### src/rtl/mod_counter_p_pkg.sv
// Purpose     : shared constants and helpers for the mod_counter_p slice.
// Latency     : n/a (declarations only).
// Backpressure: n/a.
// Contents    : DIR_UP/DIR_DOWN direction encodings, clamp() used on load.
package mod_counter_pkg;

    localparam logic DIR_UP   = 1'b1;
    localparam logic DIR_DOWN = 1'b0;

    // Widest count supported by clamp(); callers size-cast in and out.
    localparam int CLAMP_W = 32;

    // min(val, modv): a loaded value never lands outside 0..modulus.
    function automatic logic [CLAMP_W-1:0] clamp(input logic [CLAMP_W-1:0] val,
                                                 input logic [CLAMP_W-1:0] modv);
        return (val > modv) ? modv : val;
    endfunction

endpackage

### src/rtl/mod_counter_p_if.sv
// Purpose     : control/status bundle of the modulo counter.
// Latency     : n/a (wiring only).
// Backpressure: none; the counter accepts control every cycle.
// Signals     : en/dir/clr/load/load_val/modulus driven by master,
//               count/tc/wrap driven by slave (the counter).
interface mod_counter_p_if #(
    parameter int WIDTH = 2
);
    logic             en;
    logic             dir;
    logic             clr;
    logic             load;
    logic [WIDTH-1:0] load_val;
    logic [WIDTH-1:0] modulus;
    logic [WIDTH-1:0] count;
    logic             tc;
    logic             wrap;

    modport master (
        output en, dir, clr, load, load_val, modulus,
        input  count, tc, wrap
    );

    modport slave (
        input  en, dir, clr, load, load_val, modulus,
        output count, tc, wrap
    );
endinterface

### src/rtl/mod_counter_p_tick_prescaler.sv
// Purpose     : divides enabled cycles down to one tick every PRESCALE enabled cycles.
// Latency     : tick is combinational from en and the registered phase.
// Backpressure: none; en=0 freezes the phase, sync_clr restarts it at 0.
// Ports       : clk, rst_n (async active-low), en, sync_clr -> tick.
module tick_prescaler #(
    parameter int PRESCALE = 1
) (
    input  logic clk,
    input  logic rst_n,
    input  logic en,
    input  logic sync_clr,
    output logic tick
);
    localparam int PS_W = $clog2(PRESCALE) + 1;
    localparam logic [PS_W-1:0] PS_LAST = PS_W'(PRESCALE - 1);

    logic [PS_W-1:0] ps_q;

    assign tick = en & (ps_q == PS_LAST);

    always_ff @(posedge clk or negedge rst_n) begin
        if (!rst_n) begin
            ps_q <= '0;
        end else if (sync_clr) begin
            ps_q <= '0;
        end else if (en) begin
            ps_q <= tick ? '0 : ps_q + PS_W'(1);
        end
    end
endmodule

### src/rtl/mod_counter_p.sv
// Purpose     : programmable modulo up/down counter (range 0..modulus) with prescaler.
// Latency     : count/wrap registered (1 cycle); tc combinational lookahead of a wrap.
// Backpressure: none; priority per edge is clr > load > tick > hold.
// Ports       : clk, rst_n (async active-low), bus (mod_counter_p_if.slave).
module mod_counter_p
    import mod_counter_pkg::*;
#(
    parameter int WIDTH    = 2,
    parameter int PRESCALE = 1
) (
    input  logic                clk,
    input  logic                rst_n,
    mod_counter_p_if.slave      bus
);
    logic [WIDTH-1:0] count_q, count_d;
    logic             wrap_q, wrap_d;
    logic             tick;
    logic [WIDTH-1:0] load_clamped;
    logic             at_top;
    logic             at_zero;

    // Any clr or load restarts the prescaler so the next step gets a full period.
    tick_prescaler #(
        .PRESCALE (PRESCALE)
    ) u_prescaler (
        .clk      (clk),
        .rst_n    (rst_n),
        .en       (bus.en),
        .sync_clr (bus.clr | bus.load),
        .tick     (tick)
    );

    assign load_clamped = WIDTH'(clamp(CLAMP_W'(bus.load_val), CLAMP_W'(bus.modulus)));

    // >= rather than == so a count stranded above a freshly lowered modulus
    // still wraps on the next up step.
    assign at_top  = (count_q >= bus.modulus);
    assign at_zero = (count_q == '0);

    always_comb begin
        count_d = count_q;
        wrap_d  = 1'b0;
        if (bus.clr) begin
            count_d = '0;
        end else if (bus.load) begin
            count_d = load_clamped;
        end else if (tick) begin
            if (bus.dir == DIR_UP) begin
                if (at_top) begin
                    count_d = '0;
                    wrap_d  = 1'b1;
                end else begin
                    count_d = count_q + WIDTH'(1);
                end
            end else begin
                if (at_zero) begin
                    count_d = bus.modulus;
                    wrap_d  = 1'b1;
                end else if (count_q > bus.modulus) begin
                    // Out of range going down: snap to the top, not a wrap.
                    count_d = bus.modulus;
                end else begin
                    count_d = count_q - WIDTH'(1);
                end
            end
        end
    end

    always_ff @(posedge clk or negedge rst_n) begin
        if (!rst_n) begin
            count_q <= '0;
            wrap_q  <= 1'b0;
        end else begin
            count_q <= count_d;
            wrap_q  <= wrap_d;
        end
    end

    assign bus.count = count_q;
    assign bus.wrap  = wrap_q;
    // rst_n gates tc so a downstream stage never sees an enable while in reset.
    assign bus.tc    = rst_n & tick & ~bus.clr & ~bus.load &
                       ((bus.dir == DIR_UP) ? at_top : at_zero);
endmodule

### src/flat_wrapper.sv
// flat-port wrapper written by rule: the top's interface ports become plain ports
module mod_counter_p_flat import mod_counter_pkg::*;
#(
    parameter int WIDTH    = 2,
    parameter int PRESCALE = 1
)
  (clk, rst_n, bus_en, bus_dir, bus_clr, bus_load, bus_load_val, bus_modulus, bus_count, bus_tc, bus_wrap);
  mod_counter_p_if #(.WIDTH(WIDTH)) bus_i ();
  input  logic clk;
  input  logic rst_n;
  input wire logic [$bits(bus_i.en)-1:0] bus_en;
  input wire logic [$bits(bus_i.dir)-1:0] bus_dir;
  input wire logic [$bits(bus_i.clr)-1:0] bus_clr;
  input wire logic [$bits(bus_i.load)-1:0] bus_load;
  input wire logic [$bits(bus_i.load_val)-1:0] bus_load_val;
  input wire logic [$bits(bus_i.modulus)-1:0] bus_modulus;
  output wire logic [$bits(bus_i.count)-1:0] bus_count;
  output wire logic [$bits(bus_i.tc)-1:0] bus_tc;
  output wire logic [$bits(bus_i.wrap)-1:0] bus_wrap;
  assign bus_i.en = bus_en;
  assign bus_i.dir = bus_dir;
  assign bus_i.clr = bus_clr;
  assign bus_i.load = bus_load;
  assign bus_i.load_val = bus_load_val;
  assign bus_i.modulus = bus_modulus;
  assign bus_count = bus_i.count;
  assign bus_tc = bus_i.tc;
  assign bus_wrap = bus_i.wrap;
  mod_counter_p #(.WIDTH(WIDTH), .PRESCALE(PRESCALE)) u_core (.clk(clk), .rst_n(rst_n), .bus(bus_i));
endmodule
### config.mk
export PLATFORM = sky130hd
export DESIGN_NAME = mod_counter_p_flat
export DESIGN_NICKNAME = d
export VERILOG_FILES = /design/src/rtl/mod_counter_p_pkg.sv /design/src/rtl/mod_counter_p_if.sv /design/src/rtl/mod_counter_p_tick_prescaler.sv /design/src/rtl/mod_counter_p.sv /design/src/flat_wrapper.sv
export SDC_FILE = /design/constraint.sdc
export NUM_CORES = 1
export LEC_CHECK = 0
export CORE_AREA = 5 5 42 44
export CTS_CLUSTER_SIZE = 14
export DETAILED_ROUTE_END_ITERATION = 16
export DIE_AREA = 0 0 47 49
export DONT_BUFFER_PORTS = 1
export GPL_TIMING_DRIVEN = 0
export PLACE_DENSITY_LB_ADDON = 0.05
export SYNTH_ARGS = -nofsm -noshare
export SYNTH_HDL_FRONTEND = slang
export SYNTH_SLANG_ARGS = --single-unit
### constraint.sdc
create_clock -name clk -period 1.7 [get_ports clk]
set_input_delay 0 -clock clk [delete_from_list [all_inputs] [get_ports clk]]
set_output_delay 0 -clock clk [all_outputs]
set_load 0.01 [all_outputs]
# ---- After elaboration in Yosys (flattened, before gate mapping)
# Index checks and enable logic that the tools add are counted.
dict set report word_totals {
  reg_bits 4
  latchBits 0
  mem_bits_rw 0
  n_memories 0
  wordCells 39
  mem_bits_ro 0
}
dict set report op_classes {
  eq_ne 0
  multipliers 0
  shifts 0
  n_bitwise 9
  reduce_logical 3
  add_sub_neg 3
  n_div 0
  muxes 18
  order_cmp 3
}
# operator count
set ops {}
lappend ops {{$mux 2} 8}
lappend ops {{$mux 1} 10}
lappend ops {{$and 1x1->1} 5}
lappend ops {{$gt 2x2->1} 2}
lappend ops {{$not 1->1} 3}
lappend ops {{$reduce_bool 3->1} 1}
lappend ops {{$add 2x1->2 const B} 1}
lappend ops {{$ge 2x2->1} 1}
lappend ops {{$logic_not 2->1} 1}
lappend ops {{$reduce_bool 2->1} 1}
lappend ops {{$sub 2x1->2 const B} 1}
lappend ops {{$add 1x1->1 const B} 1}
lappend ops {{$or 1x1->1} 1}

# ---- Longest topological paths before layout
dict set report depth {
  depth_word 7
  mapped_depth 6
}

# ---- Hierarchy
# Synthesis repeated with hierarchy kept, for this count alone.
dict set report unflattened {
  hier_cells 49
  area_unflattened_um2 411.6
}
# mod instances seq_area_each_um2 area_each_um2 cells_each
set modules_own_cells {}
lappend modules_own_cells {mod_counter_p 1 75.1 365.4 46}
lappend modules_own_cells {tick_prescaler 1 25.0 46.3 3}

# ---- Worst setup path after synthesis
# OpenSTA, ideal clock, no wires.
dict set report synth_path {
  path_type {register to register}
  start {register u_core.count_q[0] (netlist: u_core.bus.count[0])}
  end {register u_core.count_q[0] (netlist: u_core.bus.count[0])}
  t_arrival_ns 1.443
  slack_ns 0.153
  setup_time_ns 0.104
  required_time_ns 1.596
  n_path_buf 0
  path_stages_with_launch 7
  path_cell_list {dfrtp_1 > inv_1 > ha_1 > and3b_1 > a21oi_2 > a221oi_2 > o41ai_2}
}
dict set report synth_between {
  elab_chain_cells 7
  word_cells_on_any_way 12
  cone_classes {2 x add/sub; 2 x order compare; 7 x mux; 1 x reduce/logical}
}
# element line_no
set synth_lines {}
lappend synth_lines {{start, declared} mod_counter_p.sv:15} ;# logic [WIDTH-1:0] count_q, count_d;
lappend synth_lines {{start signal, assigned} mod_counter_p.sv:74} ;# count_q <= count_d;
lappend synth_lines {{$sub 2x1->2 or $gt 2x2->1 (tied branches)} {mod_counter_p.sv:63, mod_counter_p.sv:59}}
lappend synth_lines {{$mux 2} mod_counter_p.sv:59} ;# end else if (count_q > bus.modulus) begin
lappend synth_lines {{$mux 2} mod_counter_p.sv:56} ;# if (at_zero) begin
lappend synth_lines {{$mux 2 (*)} mod_counter_p.sv:48} ;# if (bus.dir == DIR_UP) begin
lappend synth_lines {{$mux 2 (*)} mod_counter_p.sv:47} ;# end else if (tick) begin
lappend synth_lines {{$mux 2 (*)} mod_counter_p.sv:45} ;# end else if (bus.load) begin
lappend synth_lines {{$mux 2 (*)} mod_counter_p.sv:43} ;# if (bus.clr) begin
# Every way passes the cells marked *; elsewhere a longest branch is shown, timed or not. The select of a mux whose other input is x is not followed.
# A chain may end at the register's enable or synchronous reset.

# ---- Worst setup path in the final report
dict set report layout_path {
  start {register u_core.count_q[0] (netlist: u_core.bus.count[0])}
  end {register u_core.count_q[1] (netlist: u_core.bus.count[1])}
}
# Same word-level chain as after synthesis.

==> results by group <==
Power
  – Cell Pwr Density: 651.8 mW/mm2
  – Sequential share of power: 0.288
  – NetSw: 132.5 uW
  – Power Total: 399.6 uW
  – P_int: 267.1 uW
  – Switching fraction of total power: 0.3315
  – Comb power frac: 0.428
  – Leakage: 0.2751 nW
  – Worst vdd ir: 333.0 uV
  – Clk network pwr share: 0.284

Routing
  – Drt wl/cell: 15.92 um
  – Drt via density: 5.442
  – Initial DRC count: 0
  – Drt drc: 0
  – Detail Route Antenna Nets: 0
  – Drt pass-1 iters: 1
  – DRT Wirelength: 1226 um
  – Via Count: 419

Worst hold path
  – Hold Path Class: input pin to asynchronous set/reset pin

STA
  – Worst slew margin: 0.8335
  – Final min period: 1645 ps
  – Final hold viol count: 0
  – Clock skew: 2.820 ps
  – Tcrit/Tclk final: 0.9677
  – Final setup TNS: 0 ps
  – Max frequency: 607.9 MHz
  – Least-Margin Pin Slew: 246.3 ps
  – Worst hold slack: 40.02 ps
  – Final Setup Violations: 0
  – Max Transition Viols Final: 0
  – RSZ-0062 raised after global routing: true

Global routing
  – Pin count of the biggest net entering global routing: 11
  – Total Routing Usage GR: 0.1198
  – Antenna violations before repair: 0
  – First-pass GRT wire length: 2014 um
  – Gr ovfl total: 0
  – Vias in the first global route: 494

Logic synthesis
  – Compound-cell area share of the yosys netlist: 0.2514
  – Multiplexer share of the synthesized area: 0.02210
  – Synthesized-area fraction occupied by adder cells: 0.1657
  – Mean post-synth cell area: 8.710 um2
  – Synthesized instance count: 52
  – Syn Nets: 68
  – Xor/xnor share of the synthesized area: 0
  – Seq/Total Area, Yosys: 0.2210
  – Largest family of logic cells by synthesized area: simple AND/OR/NAND/NOR gates
  – Simple-Gate Fraction of Synth Area: 0.2569
  – FF+latch count, synth: 4
  – Yosys cell types: 25
  – YS warnings: 0
  – Mapped cell area: 452.9 um2

Critical path
  – Kind of critical path: register to register
  – CP Cell Sequence: inv_4 -> ha_4 -> nand2b_4 -> a211oi_4 -> buf_4 -> a211oi_2 -> a21oi_1
  – Reg2Reg Setup Slack: 50 ps
  – Crit. Startpoint: u_core.bus.count[0]
  – R2R Path End: u_core.bus.count[1]
  – Setup crit end kind: register
  – Crit path launch type: register
  – Worst path slowest cell: dfrtp_2
  – R2R cell count: 7
  – Worst Path Required: 1840 ps
  – Buffer and inverter count on the worst path: 2
  – Max incr delay on CP: 460 ps
  – CP top delay family: compound AO/OA/AOI/OAI gates
  – Crit Path Max Fanout: 4
  – Worst path arrival time: 1790 ps
  – FF-to-FF Start: u_core.bus.count[0]

Clock network
  – Clock root cell: clkbuf_4
  – CTS Buf Count: 3
  – CTS sink count: 4
  – Clock transition at path regs: 40 ps
  – Worst-case clock buffer depth: 2
  – CTS tree: yes
  – Later-pin clock latency in the skew report: 230 ps
  – Number of H-tree levels: 1

Run
  – Max-Cap Viols: 0

Finish
  – Fin nets: 79
  – Antenna diode count: 0
  – Layout cell share with drive strength beyond 1: 0.3279
  – Area Overhead vs Synth: 35.36%

Floorplanning
  – Row count: 14
  – Die footprint: 0.002303 mm2
  – Initial Utilization: 0.3232
  – Die Span Y: 49 um
  – Die W: 47 um
  – Core area: 0.001401 mm2
  – # IOs: 14

Outcome
  – Run status: finished clean

Place
  – Number of port buffers: 0
  – Gpl congestion: 0.7624
  – Hpwl dp: 910.7 um
logic make-up (layout without fill, tap and decap cells):
family	after synthesis	in the layout
AO/OA/AOI/OAI	13	13
buffers and inverters	8	17
AND/OR/NAND/NOR	20	20
multiplexers	1	1
flip-flops	4	4
adder cells (fa/ha/maj)	6	6
sequential cells by signal, summed over array words and instances (netlist names):
name                     flops
u_core.bus.wrap              1
u_core.bus.count             2
u_core.u_prescaler.ps_q      1
cells in the mapped netlist:
library cell / count / area, um2
a211o_1: 1 / 8.760
or4_1: 1 / 7.510
nand2b_1: 5 / 31.28
ha_1: 6 / 75.07
o41ai_2: 1 / 16.27
o21ai_0: 2 / 10.01
mux2i_1: 1 / 10.01
o211ai_1: 1 / 7.510
nor3_1: 1 / 5.000
o31ai_1: 1 / 7.510
nor2b_1: 1 / 6.260
and2b_1: 2 / 15.01
dfrtp_1: 4 / 100.1
a211oi_1: 2 / 15.01
nor4b_1: 1 / 8.760
inv_1: 7 / 26.28
nor2_1: 3 / 11.26
a221oi_2: 2 / 30.03
a21oi_1: 2 / 10.01
nand3_1: 1 / 5.000
and3b_1: 1 / 8.760
buf_6: 1 / 11.26
nand2_1: 3 / 11.26
a21oi_2: 1 / 8.760
and2_1: 1 / 6.260
how the worst max path moves through the flow:
stage,end,slack [ps],depth (start not counted)
after CTS,bus_tc,-6,6
after floorplan,u_core.bus.count[0],150,6
final,u_core.bus.count[1],50,7
after detailed placement,u_core.bus.count[1],-80,6
after global routing,bus_tc,-20,6
after global placement,u_core.bus.count[1],-40,6
layout make-up:
cell class / instances / area (um2)
inverters: 7 / 28.78
clock buffers: 3 / 22.52
fillers: 151 / 788.3
well taps: 16 / 20.02
multi-input cells: 40 / 372.9
plain buffers: 1 / 11.26
flip-flops and latches: 4 / 102.6
repair buffers: 6 / 55.05
power groups by stage:
stage | clock, mW | combinational [mW] | sequential, mW
after floorplan | 0 | 0.0992 | 0.110
after global placement | 0 | 0.112 | 0.113
after detailed placement | 0 | 0.119 | 0.113
after CTS | 0.121 | 0.150 | 0.114
after global routing | 0.128 | 0.190 | 0.116
final | 0.114 | 0.171 | 0.115
worst register-to-register path, stage by stage, from the launching register on:
cell and delay (ps):
dfrtp_2 460, inv_4 90, ha_4 200, nand2b_4 150
a211oi_4 280, buf_4 160, a211oi_2 60, a21oi_1 160
layout by cell type, fill, tap and decap left out:
cell type	n
and2b_1	2
o21ai_0	2
inv_4	1
dlygate4sd3_1	4
clkbuf_4	3
a211oi_4	1
o31ai_1	1
a21oi_2	1
nand3_1	1
nor2b_1	1
a211o_1	1
nor3_2	1
buf_4	2
nand2_1	3
mux2i_1	1
dfrtp_2	2
o41ai_2	1
inv_1	6
a21oi_1	2
a211oi_2	1
buf_6	1
or4_1	1
ha_1	4
nor4b_1	1
o211ai_1	1
a221oi_2	2
and2_4	1
nand2b_4	1
dfrtp_1	2
ha_4	2
nand2b_1	4
and3b_1	1
nor2_1	3
metal layers:
metal | global-route usage | part of all wire
met5 | 0 | 0
met3 | 0.04428 | 0.071
met1 | 0.1233 | 0.33
met2 | 0.1900 | 0.57
met4 | 0.08295 | 0.025
what timing repair did:
action                                 CTS  global route
setup endpoints to repair                4             3
endpoints found under the hold margin    8             0
buffers inserted                         2             1
resized for setup                        5             7
hold buffers                             4             0
pin swaps                                2             5
metrics by stage:
stage | setup WS (ps) | instances | instance area [um2] | utilization
floorplan | 153.0 | 52 | 452.9 | -
global placement | -41.91 | 68 | 473.0 | 0.3375
detailed placement | -78.83 | 68 | 473.0 | 0.3375
CTS | -5.925 | 77 | 581.8 | 0.4152
global route | -18.00 | 77 | 613.1 | 0.4375
finish | 54.99 | 77 | 613.1 | 0.4375
No activity file was read; power rests on OpenSTA's default activity.
